`src/rtl/iob_fifo_wr_arbiter.sv`:
```
// Round-robin write arbiter in front of a synchronous FIFO write port.
// N_REQ requesters compete for the port; the winner holds it for up to
// MAX_BURST words, or until it drops valid, then the port is re-arbitrated
// starting just after the previous winner. Every new grant costs one IDLE
// cycle in which nothing is written.
module iob_fifo_wr_arbiter #(
    parameter int W_DATA_W  = 8,
    parameter int N_REQ     = 4,
    parameter int MAX_BURST = 4,
    localparam int ID_W     = (N_REQ > 1) ? $clog2(N_REQ) : 1,
    localparam int BC_W     = $clog2(MAX_BURST) + 1
) (
    input  logic                      clk,
    input  logic                      rst,
    input  logic [N_REQ-1:0]          req_valid,
    input  logic [N_REQ*W_DATA_W-1:0] req_data,
    output logic [N_REQ-1:0]          req_ready,
    input  logic                      fifo_full,
    output logic                      fifo_write_en,
    output logic [W_DATA_W-1:0]       fifo_data_in,
    output logic [ID_W-1:0]           grant_id,
    output logic                      busy
);

    localparam logic [0:0] ST_IDLE  = 1'b0;
    localparam logic [0:0] ST_GRANT = 1'b1;

    // Lookup tables are padded to a power of two so any grant_id value
    // indexes a real entry; the padding entries never win arbitration.
    localparam int N_PAD = 1 << ID_W;

    logic [0:0]          state_reg, state_next;
    logic [ID_W-1:0]     grant_id_reg, grant_id_next;
    logic [ID_W-1:0]     last_id_reg, last_id_next;
    logic [BC_W-1:0]     burst_cnt_reg, burst_cnt_next;

    logic [W_DATA_W-1:0] word_pad  [N_PAD];
    logic                valid_pad [N_PAD];

    logic [ID_W-1:0]     pick_id;
    logic                pick_found;
    logic                valid_sel;
    logic                xfer;
    logic                last_word;

    genvar gi;

    generate
        for (gi = 0; gi < N_PAD; gi++) begin : g_pad
            if (gi < N_REQ) begin : g_real
                assign word_pad[gi]  = req_data[gi*W_DATA_W +: W_DATA_W];
                assign valid_pad[gi] = req_valid[gi];
            end else begin : g_fill
                assign word_pad[gi]  = '0;
                assign valid_pad[gi] = 1'b0;
            end
        end
    endgenerate

    assign valid_sel     = valid_pad[grant_id_reg];
    assign xfer          = (state_reg == ST_GRANT) && valid_sel && !fifo_full;
    assign last_word     = (burst_cnt_reg == BC_W'(MAX_BURST - 1));

    assign fifo_write_en = xfer;
    assign fifo_data_in  = word_pad[grant_id_reg];
    assign grant_id      = grant_id_reg;
    assign busy          = (state_reg == ST_GRANT);

    // Only the granted requester can ever see ready, and only on a real transfer.
    generate
        for (gi = 0; gi < N_REQ; gi++) begin : g_ready
            assign req_ready[gi] = xfer && (grant_id_reg == ID_W'(gi));
        end
    endgenerate

    // Round-robin search: first valid requester after last_id, wrapping.
    always_comb begin
        int idx;
        pick_found = 1'b0;
        pick_id    = '0;
        idx        = 0;
        for (int k = 1; k <= N_REQ; k++) begin
            idx = (int'(last_id_reg) + k) % N_REQ;
            if (!pick_found && valid_pad[ID_W'(idx)]) begin
                pick_found = 1'b1;
                pick_id    = ID_W'(idx);
            end
        end
    end

    // Next-state logic: arbitrate in IDLE, count and release in GRANT.
    always_comb begin
        state_next     = state_reg;
        grant_id_next  = grant_id_reg;
        last_id_next   = last_id_reg;
        burst_cnt_next = burst_cnt_reg;
        case (state_reg)
            ST_IDLE: begin
                if (pick_found) begin
                    grant_id_next  = pick_id;
                    burst_cnt_next = '0;
                    state_next     = ST_GRANT;
                end
            end
            default: begin
                if (!valid_sel) begin
                    // Requester withdrew: give up the port, leftovers re-arbitrate.
                    state_next   = ST_IDLE;
                    last_id_next = grant_id_reg;
                end else if (xfer) begin
                    burst_cnt_next = burst_cnt_reg + 1'b1;
                    if (last_word) begin
                        state_next   = ST_IDLE;
                        last_id_next = grant_id_reg;
                    end
                end
                // valid with fifo_full: hold everything until space appears
            end
        endcase
    end

    // State registers; reset gives requester 0 first priority.
    always_ff @(posedge clk or posedge rst) begin
        if (rst) begin
            state_reg     <= ST_IDLE;
            grant_id_reg  <= '0;
            last_id_reg   <= ID_W'(N_REQ - 1);
            burst_cnt_reg <= '0;
        end else begin
            state_reg     <= state_next;
            grant_id_reg  <= grant_id_next;
            last_id_reg   <= last_id_next;
            burst_cnt_reg <= burst_cnt_next;
        end
    end

endmodule

```
`config.mk`:
```
export PLATFORM = sky130hd
export DESIGN_NAME = iob_fifo_wr_arbiter
export DESIGN_NICKNAME = d
export VERILOG_FILES = /design/src/rtl/iob_fifo_wr_arbiter.sv
export SDC_FILE = /design/constraint.sdc
export NUM_CORES = 1
export LEC_CHECK = 0
export BUFFER_PORTS_ARGS = -buffer_cell sky130_fd_sc_hd__buf_4
export CORE_UTILIZATION = 41
export CTS_BUF_LIST = sky130_fd_sc_hd__clkbuf_2 sky130_fd_sc_hd__clkbuf_4 sky130_fd_sc_hd__clkbuf_8
export DETAILED_ROUTE_END_ITERATION = 10
export PLACE_DENSITY_LB_ADDON = 0.12
export RECOVER_POWER = 25
export SLEW_MARGIN = 20
export SYNTH_ARGS = -nofsm -noshare
export SYNTH_HDL_FRONTEND = slang
export SYNTH_SLANG_ARGS = --single-unit
```
`constraint.sdc`:
```
create_clock -name clk -period 1.8 [get_ports clk]
set_clock_uncertainty 0.05 [all_clocks]
set_input_delay 0.18 -clock clk [delete_from_list [all_inputs] [get_ports clk]]
set_output_delay 0.18 -clock clk [all_outputs]
set_load 0.01 [all_outputs]
```
After elaboration in Yosys (flattened, before gate mapping) --
Cells that the tools add are included.
Operators by class: $add $sub $neg 5, multiply operators 0, div/mod/pow operators 0, $lt $le $gt $ge 5, eq/ne operators 8, shifts and indexed selects 0, multiplexer cells 38, bitwise operators 6, reduce and logical (&&, ||, !) cells 18
Operator list (count):
- 2-to-1 mux 1 bit | 19
- binary-select mux 8 bit (select 2 bit) | 1
- 2-to-1 mux 8 bit | 2
- 2-to-1 mux 2 bit | 7
- >= comparator 2 x 3 -> 1 bit (second input constant) | 4
- 2-to-1 mux 3 bit | 4
- binary-select mux 1 bit (select 2 bit) | 5
- logical AND 1 bit | 9
- != test 2 x 1 -> 1 bit (second input constant) | 4
- inverter 2 bit | 4
- AND reduction 3 bit | 2
- adder 2 x 1 -> 2 bit (second input constant) | 2
- adder 2 bit (second input constant) | 2
- equality test 2 bit (second input constant) | 2
- logical NOT 1 bit | 4
- adder 3 x 1 -> 3 bit (second input constant) | 1
- equality test 3 x 2 -> 1 bit (second input constant) | 1
- >= comparator 3 bit (second input constant) | 1
- inverter 2 -> 3 bit | 1
- equality test 2 x 1 -> 1 bit (second input constant) | 1
- logical NOT 2 bit | 1
- AND reduction 2 bit | 1
- nonzero test 2 bit | 1
- inverter 1 bit | 1
Word-level totals: register bits 8, bits in latches 0, RAM bits 0, ROM bits 0, input bits 39, output and inout bits 16, word-level logic and storage cells 84, memories 0

Logic depth before layout (Yosys ltp) --
Gate-level depths: netlist (run 1).
word-level depth 17, mapped depth 5, depth with buffers taken out 5

Worst setup path before layout (run 1) --
OpenSTA, ideal clock, no wires.
kind register -> register, from register grant_id_reg[1], in the netlist grant_id[1], to register last_id_reg[0], library setup time 82 ps, data arrival time 1458 ps, required time 1668 ps, path slack 210 ps, cell stages (with the launch flop) 5, buffers on the path 0, period minus slack after synthesis 1590 ps, cell sequence dfrtp_1 > mux2_2 > mux2i_1 > o21a_1 > mux2_4
Between the ends: cells in the longest elaborated chain, start to end 8, elaborated cells between the ends (all ways) 10, those cells by class 2 x eq/ne; 4 x mux; 1 x bitwise; 3 x reduce/logical
RTL lines:
- start, declared | RTL line 33 | logic [ID_W-1:0] grant_id_reg, grant_id_next;
- start signal, assigned | RTL line 131 | grant_id_reg <= grant_id_next;
- inverter 2 -> 3 bit (implied by the code) * | RTL line 60 | assign valid_sel = valid_pad[grant_id_reg];
- binary-select mux 1 bit (select 2 bit) * | RTL line 60
- 2-to-1 mux 1 bit (implied by the code) * (2 in series) | RTL line 60
- logical AND 1 bit (2 in series) | RTL line 61 | assign xfer = (state_reg == ST_GRANT) && valid_sel && !fifo_full;
- != test 2 x 1 -> 1 bit (no line)
- AND reduction 3 bit (no line)
- end signal, assigned | RTL line 127 | last_id_reg <= ID_W'(N_REQ - 1);
- end signal, assigned | RTL line 132 | last_id_reg <= last_id_next;
- end, declared | RTL line 34 | logic [ID_W-1:0] last_id_reg, last_id_next;
Every way passes the cells marked *; elsewhere a longest branch is shown, timed or not. The select of a mux whose other input is x is not followed. A chain may end at the register's enable or synchronous reset.

Final worst setup path (run 1) --
from register grant_id_reg[1], in the netlist grant_id[1], to output fifo_write_en
Between the ends: cells in the longest elaborated chain, start to end 6
RTL lines:
- inverter 2 -> 3 bit (implied by the code) | RTL line 60
- binary-select mux 1 bit (select 2 bit) | RTL line 60
- 2-to-1 mux 1 bit (implied by the code) (2 in series) | RTL line 60
- logical AND 1 bit (2 in series) | RTL line 61
- end, declared | RTL line 19 | output logic fifo_write_en,
Every way passes these cells. The select of a mux whose other input is x is not followed.

==> results of run 1 <==
[through the flow]
stage	setup WS, ps	power, mW	hold slack, ps
final	83.5	1.58	213
after global routing	13.6	1.69	252
after CTS	44.3	1.58	210
after detailed placement	232	1.42	94.7
after global placement	269	1.40	92.9
after floorplan	210	1.02	-55.8
[per-layer routing]
| layer | global-route usage [%] | vias to the layer above | wire length, microns |
|---|---|---|---|
| li1 | - | 376 | - |
| met1 | 25.1 | 361 | 818 |
| met2 | 42.9 | 39 | 1030 |
| met3 | 4.08 | 4 | 228 |
| met4 | 9.70 | 0 | 30 |
| met5 | 0 | - | 0 |
[repair_timing]
action / 4_1_cts / 5_1_grt
resized for setup: 0 / 2
endpoints found under the setup margin: 1 / 3
buffers inserted: 1 / 0
pin swaps: 1 / 0
hold endpoints to repair: 6 / 0
hold buffers: 1 / 0
[power groups by stage]
stage / sequential, mW / combinational [mW] / clock (mW)
after global placement: 0.360 / 1.04 / 0
final: 0.364 / 1.07 / 0.142
after detailed placement: 0.364 / 1.05 / 0
after floorplan: 0.359 / 0.666 / 0
after global routing: 0.378 / 1.16 / 0.150
after CTS: 0.361 / 1.07 / 0.146
[kinds of logic (layout without fill, tap and decap cells)]
group / count (synthesis) / after routing / synth area share [%]
AND/OR/NAND/NOR: 26 / 26 / 17.9
adder cells (fa/ha/maj): 2 / 2 / 3.44
flip-flops: 8 / 8 / 27.8
multiplexers: 16 / 16 / 37.5
buffers and inverters: 9 / 66 / 4.81
AO/OA/AOI/OAI: 10 / 10 / 8.59
[synth_stat cells]
library cell | count | share of area, %
inv_2 | 1 | 0.51
nor2b_1 | 1 | 0.86
o21a_1 | 1 | 1.0
nand2_1 | 8 | 4.1
buf_2 | 1 | 0.69
mux2_1 | 1 | 1.5
ha_1 | 2 | 3.4
clkbuf_1 | 3 | 1.5
a21oi_1 | 3 | 2.1
nand4_1 | 1 | 0.86
nand3_1 | 1 | 0.69
nand2b_1 | 2 | 1.7
o21ai_1 | 2 | 1.4
inv_1 | 4 | 2.1
nand3b_1 | 1 | 1.0
a21o_1 | 1 | 1.0
nor3b_1 | 1 | 1.0
nor3_1 | 1 | 0.69
mux2_4 | 2 | 4.1
nand3b_2 | 1 | 1.5
dfrtp_1 | 6 | 21
nor2_1 | 7 | 3.6
a31o_2 | 1 | 1.2
nor4_1 | 1 | 0.86
dfstp_2 | 2 | 7.2
mux2i_1 | 4 | 5.5
o22ai_1 | 1 | 0.86
o31ai_1 | 1 | 1.0
or2_1 | 1 | 0.86
mux4_2 | 8 | 25
mux2_2 | 1 | 1.5
[area by class of cell]
cell class / count / share of cell area (%)
sequential: 8 / 16.9
timing repair buffer: 58 / 36.8
clock buffer: 3 / 1.88
tap: 16 / 1.67
inverter: 5 / 1.57
multi-input combinational: 54 / 41.1
[worst register-to-register path: cells and delay by family (launching register included)]
family          cells  cell delay, ps
flops               1             410
compound gates      1             200
mux                 3             860
[worst max-delay path by stage]
stage | from | endpoint | depth (start not counted)
after floorplan | grant_id[1] | last_id_reg[0] | 4
after global placement | grant_id[1] | last_id_reg[1] | 4
after detailed placement | grant_id[1] | last_id_reg[1] | 4
after CTS | grant_id[0] | fifo_data_in[0] | 3
after global routing | grant_id[1] | fifo_write_en | 5
final | grant_id[1] | fifo_write_en | 5
==> summary.md, run 1 <==
| Metric | Value |
|---|---|
| Number of global-route vias before repair | 743 |
| Crit path required time | 1570 ps |
| #FFs+latches synth | 8 |
| RD Place Congestion | 0.797 |
| Most frequent cells in the layout | 55 x buf_4, 8 x mux4_2, 7 x nor2_1, 7 x nand2_1, 6 x dfrtp_1 |
| Worst Path Buf+Inv | 2 |
| R2R cell count | 4 |
| DR vias/cell | 5.42 |
| Status | finished, violations left |
| Slowest CP cell | dfrtp_1 |
| Final worst path period share | 95.4% |
| P&R area growth vs syn | 64.6% |
| CTS tree | built |
| Latest clock arrival within the worst-skew pair | 260 ps |
| Register area | 203 sq um |
| Total congestion overflow | 0 |
| Post-Syn Area | 728 sq um |
| CP arrival | 1490 ps |
| RSZ-0062 raised after global routing | false |
| IO Port Bufs | 54 |
| Die ar. | 1950 sq um |
| Fin. max-slew vios | 0 |
| Syn avg cell area | 10.3 sq um |
| Layout cell share with drive strength beyond 1 | 60.2% |
| LEAKAGE | 0.599 nW |
| Placed instance area | 1150 sq um |
| Max Cap Violations | 0 |
| RR Startpoint | grant_id[1] |
| CTS buffer count | 3 |
| DR vias | 780 |
| Max clock buf depth | 2 |
| Nets@finish | 171 |
| Core area | 1580 sq um |
| RR Endpoint | last_id_reg[0] |
| Setup TNS | 0 ps |
| Util after Layout | 76.0% |
| Routed Antenna Nets | 0 |
| Switching pwr | 611 uW |
| Power density of the placed cells | 1320 nW/um^2 |
| Post-Syn Instances | 71 |
| Max reg flops | 3 |
| Initial antenna violation count | 0 |
| Max incr delay on CP | 390 ps |
| Critical path launch point type | flip-flop |
| Final HPWL DP | 1720 microns |
| Die H | 44.1 microns |
| Final hold violations | 0 |
| Class of the tightest hold or removal check | input pin to flip-flop |
| CP delay by family, top | flip-flops |
| Fillers | 123 |
| Largest net degree at the start of global routing | 15 |
| Max Fanout on Critical Path | 5 |
| Tot GR Track Use | 22.9% |
| Clock power frac | 9.0% |
| Design area | 1200 sq um |
| Clock-pin slew on the worst setup and hold paths | 50 ps |
| Initial DRC count | 15 |
| Dpl cells | 139 |
| Highest Clock Rate | 583 MHz |
| Leading cell type in the layout, fill and taps excluded | buf_4 |
| Site Rows | 14 |
| Number of warnings issued by yosys | 0 |
| Worst slew margin | 71.9% |
| Failing checks | design-rule violations |
| Syn Nets | 112 |
| Flop pwr share | 23.1% |
| Initial Util | 46.2% |
| Layout Cells excl Fill | 144 |
| Final min period | 1720 ps |
| DR WL/cell | 14.7 microns |
| Multi-input gate area | 493 sq um |
| Cell variety after synth | 31 |
| H-Tree Depth | 1 |
| Ant diodes | 0 |
| WHS Path Cells | 3 |
| Internal power | 966 uW |
| Reg2reg setup slack | 210 ps |
| DRC | 6 |
| Max VDD drop | 0.766 mV |
| First-pass GRT wire length | 3250 microns |
| I/O pin cnt | 55 |
| Length of the first detailed-routing pass in iterations | 9 |
| Logic gate share of total power | 67.9% |
| Final setup vio count | 0 |
| Worst hold start | req_valid[2] |
| Crit-path cells | mux2_2, nand3b_2, a21o_1, inv_2, buf_4 |
| CTS Sinks | 8 |
| Sw Ratio | 38.7% |
| Setup Crit Path Kind | flip-flop to primary output |
| Wirelength, routed | 2110 microns |
| Slew @ Worst Pin | 418 ps |
| Post-synthesis sequential area ratio | 27.8% |
| Crit. End Element | primary output |
| Clock root cell | clkbuf_4 |
| Die Width | 44.1 microns |
| Hold EP | grant_id[1] |
Power figures use the tool's default switching activity.
==> run 2, diff against run 1 <==
--- a/config.mk
+++ b/config.mk
@@ -5,12 +5,13 @@
 export SDC_FILE = /design/constraint.sdc
 export NUM_CORES = 1
 export LEC_CHECK = 0
-export BUFFER_PORTS_ARGS = -buffer_cell sky130_fd_sc_hd__buf_4
-export CORE_UTILIZATION = 41
+export CORE_UTILIZATION = 45
 export CTS_BUF_LIST = sky130_fd_sc_hd__clkbuf_2 sky130_fd_sc_hd__clkbuf_4 sky130_fd_sc_hd__clkbuf_8
 export DETAILED_ROUTE_END_ITERATION = 10
+export DONT_BUFFER_PORTS = 1
 export PLACE_DENSITY_LB_ADDON = 0.12
 export RECOVER_POWER = 25
+export REMOVE_ABC_BUFFERS = 1
 export SLEW_MARGIN = 20
 export SYNTH_ARGS = -nofsm -noshare
 export SYNTH_HDL_FRONTEND = slang
==> constraint.sdc (replaced) <==
create_clock -name clk -period 1.8 [get_ports clk]
set_clock_uncertainty 0.05 [all_clocks]
set_input_delay 0.18 -clock clk [delete_from_list [all_inputs] [get_ports clk]]
set_output_delay 0.18 -clock clk [all_outputs]
set_load 0.005 [all_outputs]
==> summary.md, run 2 (synthesis gave the netlist of run 1 again) <==
| Metric | Value |
|---|---|
| Status | finished clean |
| Most frequent cells in the layout | 8 x nand2_1, 8 x mux4_2, 7 x nor2_1 |
| Max incr delay on CP | 510 ps |
| Ant diodes | 0 |
| Layout cell share with drive strength beyond 1 | 29.7% |
| Core area | 1510 sq um |
| Number of global-route vias before repair | 553 |
| H-Tree Depth | 1 |
| CTS Sinks | 8 |
| Critical path launch point type | flip-flop |
| Class of the tightest hold or removal check | input pin to flip-flop |
| Fin. max-slew vios | 0 |
| Reg2reg setup slack | 200 ps |
| RSZ-0062 raised after global routing | false |
| Tot GR Track Use | 18.4% |
| Logic gate share of total power | 57.8% |
| Crit. End Element | primary output |
| LEAKAGE | 0.340 nW |
| RD Place Congestion | 0.803 |
| Clock power frac | 11.0% |
| RR Startpoint | grant_id[1] |
| Final min period | 1680 ps |
| Max Fanout on Critical Path | 9 |
| DR WL/cell | 16.6 microns |
| Crit-path cells | buf_12, mux4_2 |
| Initial antenna violation count | 0 |
| Setup TNS | 0 ps |
| Flop pwr share | 31.1% |
| Final HPWL DP | 1250 microns |
| Die ar. | 1780 sq um |
| Die H | 42.2 microns |
| WHS Path Cells | 2 |
| Final setup vio count | 0 |
| Slew @ Worst Pin | 391 ps |
| Length of the first detailed-routing pass in iterations | 1 |
| Initial DRC count | 0 |
| Worst Path Buf+Inv | 1 |
| Hold slack | 82.5 ps |
| Slowest CP cell | mux4_2 |
| Post-CTS setup buffer count | 0 |
| DRC | 0 |
| DR vias/cell | 6.26 |
| Largest net degree at the start of global routing | 10 |
| Placed instance area | 767 sq um |
| Total congestion overflow | 0 |
| Design area | 800 sq um |
| Routed Antenna Nets | 0 |
| Sw Ratio | 39.0% |
| Nets@finish | 117 |
| Max VDD drop | 0.918 mV |
| P&R area growth vs syn | 9.79% |
| Power density of the placed cells | 1570 nW/um^2 |
| Clock root cell | clkbuf_4 |
| Max clock buf depth | 2 |
| Clock-pin slew on the worst setup and hold paths | 50 ps |
| I/O pin cnt | 55 |
| DR vias | 563 |
| R2R cell count | 4 |
| Worst slew margin | 73.7% |
| RR Endpoint | last_id_reg[1] |
| Crit path required time | 1570 ps |
| Max Cap Violations | 0 |
| CP delay by family, top | multiplexers |
| Switching pwr | 488 uW |
| Util after Layout | 53.1% |
| Die Width | 42.2 microns |
| Final hold violations | 0 |
| Latest clock arrival within the worst-skew pair | 260 ps |
| Max reg flops | 3 |
| IO Port Bufs | 0 |
| Final worst path period share | 93.6% |
| Worst hold start | req_valid[2] |
| CTS tree | built |
| Internal power | 764 uW |
| First-pass GRT wire length | 2450 microns |
| Initial Util | 48.3% |
| CTS buffer count | 3 |
| Wirelength, routed | 1500 microns |
| Setup Crit Path Kind | flip-flop to primary output |
| Highest Clock Rate | 594 MHz |
| Site Rows | 14 |
| Hold EP | grant_id[1] |
| CP arrival | 1450 ps |
run 2: metal layers:
metal | vias to the layer above | track usage [%] | part of all wire [%]
li1 | 269 | - | -
met1 | 256 | 18.6 | 36
met2 | 34 | 32.6 | 52
met3 | 4 | 5.60 | 9.3
met4 | 0 | 11.3 | 2.4
met5 | - | 0 | 0
run 2: repair_timing:
action,4_1_cts,5_1_grt
endpoints found under the hold margin,8,0
setup endpoints to repair,0,0
resized for setup,0,0
hold buffers,1,0
run 2: worst reg2reg max path, delay by kind of cell, from the launching register on:
family / cells / cell delay, ps
mux: 3 / 880
compound gates: 1 / 210
flops: 1 / 390
run 2: cell type report:
class                      count  area (sq um)
inverter                       5          18.8
multi-input combinational     54           490
sequential                     8           203
fill                         139           707
clock buffer                   3          22.5
tap                           16          20.0
timing repair buffer           4          45.0
run 2: per-stage QoR:
step / worst slack (ps) / total power [mW] / instances
6_report: 116 / 1.25 / 90
3_5_place_dp: 214 / 1.12 / 86
4_1_cts: 94.0 / 1.27 / 90
5_1_grt: 44.9 / 1.36 / 90
3_3_place_gp: 265 / 1.11 / 86
2_1_floorplan: 50.0 / 0.938 / 67
run 2: worst max-delay path by stage:
| stage | cells past startpoint | from | to | slack, ps |
|---|---|---|---|---|
| floorplan | 4 | grant_id[1] | last_id_reg[0] | 50 |
| global placement | 4 | grant_id[1] | last_id_reg[0] | 260 |
| detailed placement | 4 | grant_id[1] | last_id_reg[0] | 210 |
| CTS | 2 | grant_id[0] | fifo_data_in[7] | 90 |
| global route | 4 | grant_id[1] | fifo_write_en | 40 |
| finish | 2 | grant_id[0] | fifo_data_in[7] | 120 |
run 2: power groups by stage:
stage | clock [mW] | sequential (mW) | combinational (mW)
2_1_floorplan | 0 | 0.426 | 0.512
3_3_place_gp | 0 | 0.393 | 0.719
3_5_place_dp | 0 | 0.394 | 0.727
4_1_cts | 0.147 | 0.391 | 0.733
5_1_grt | 0.150 | 0.406 | 0.809
6_report | 0.138 | 0.390 | 0.724
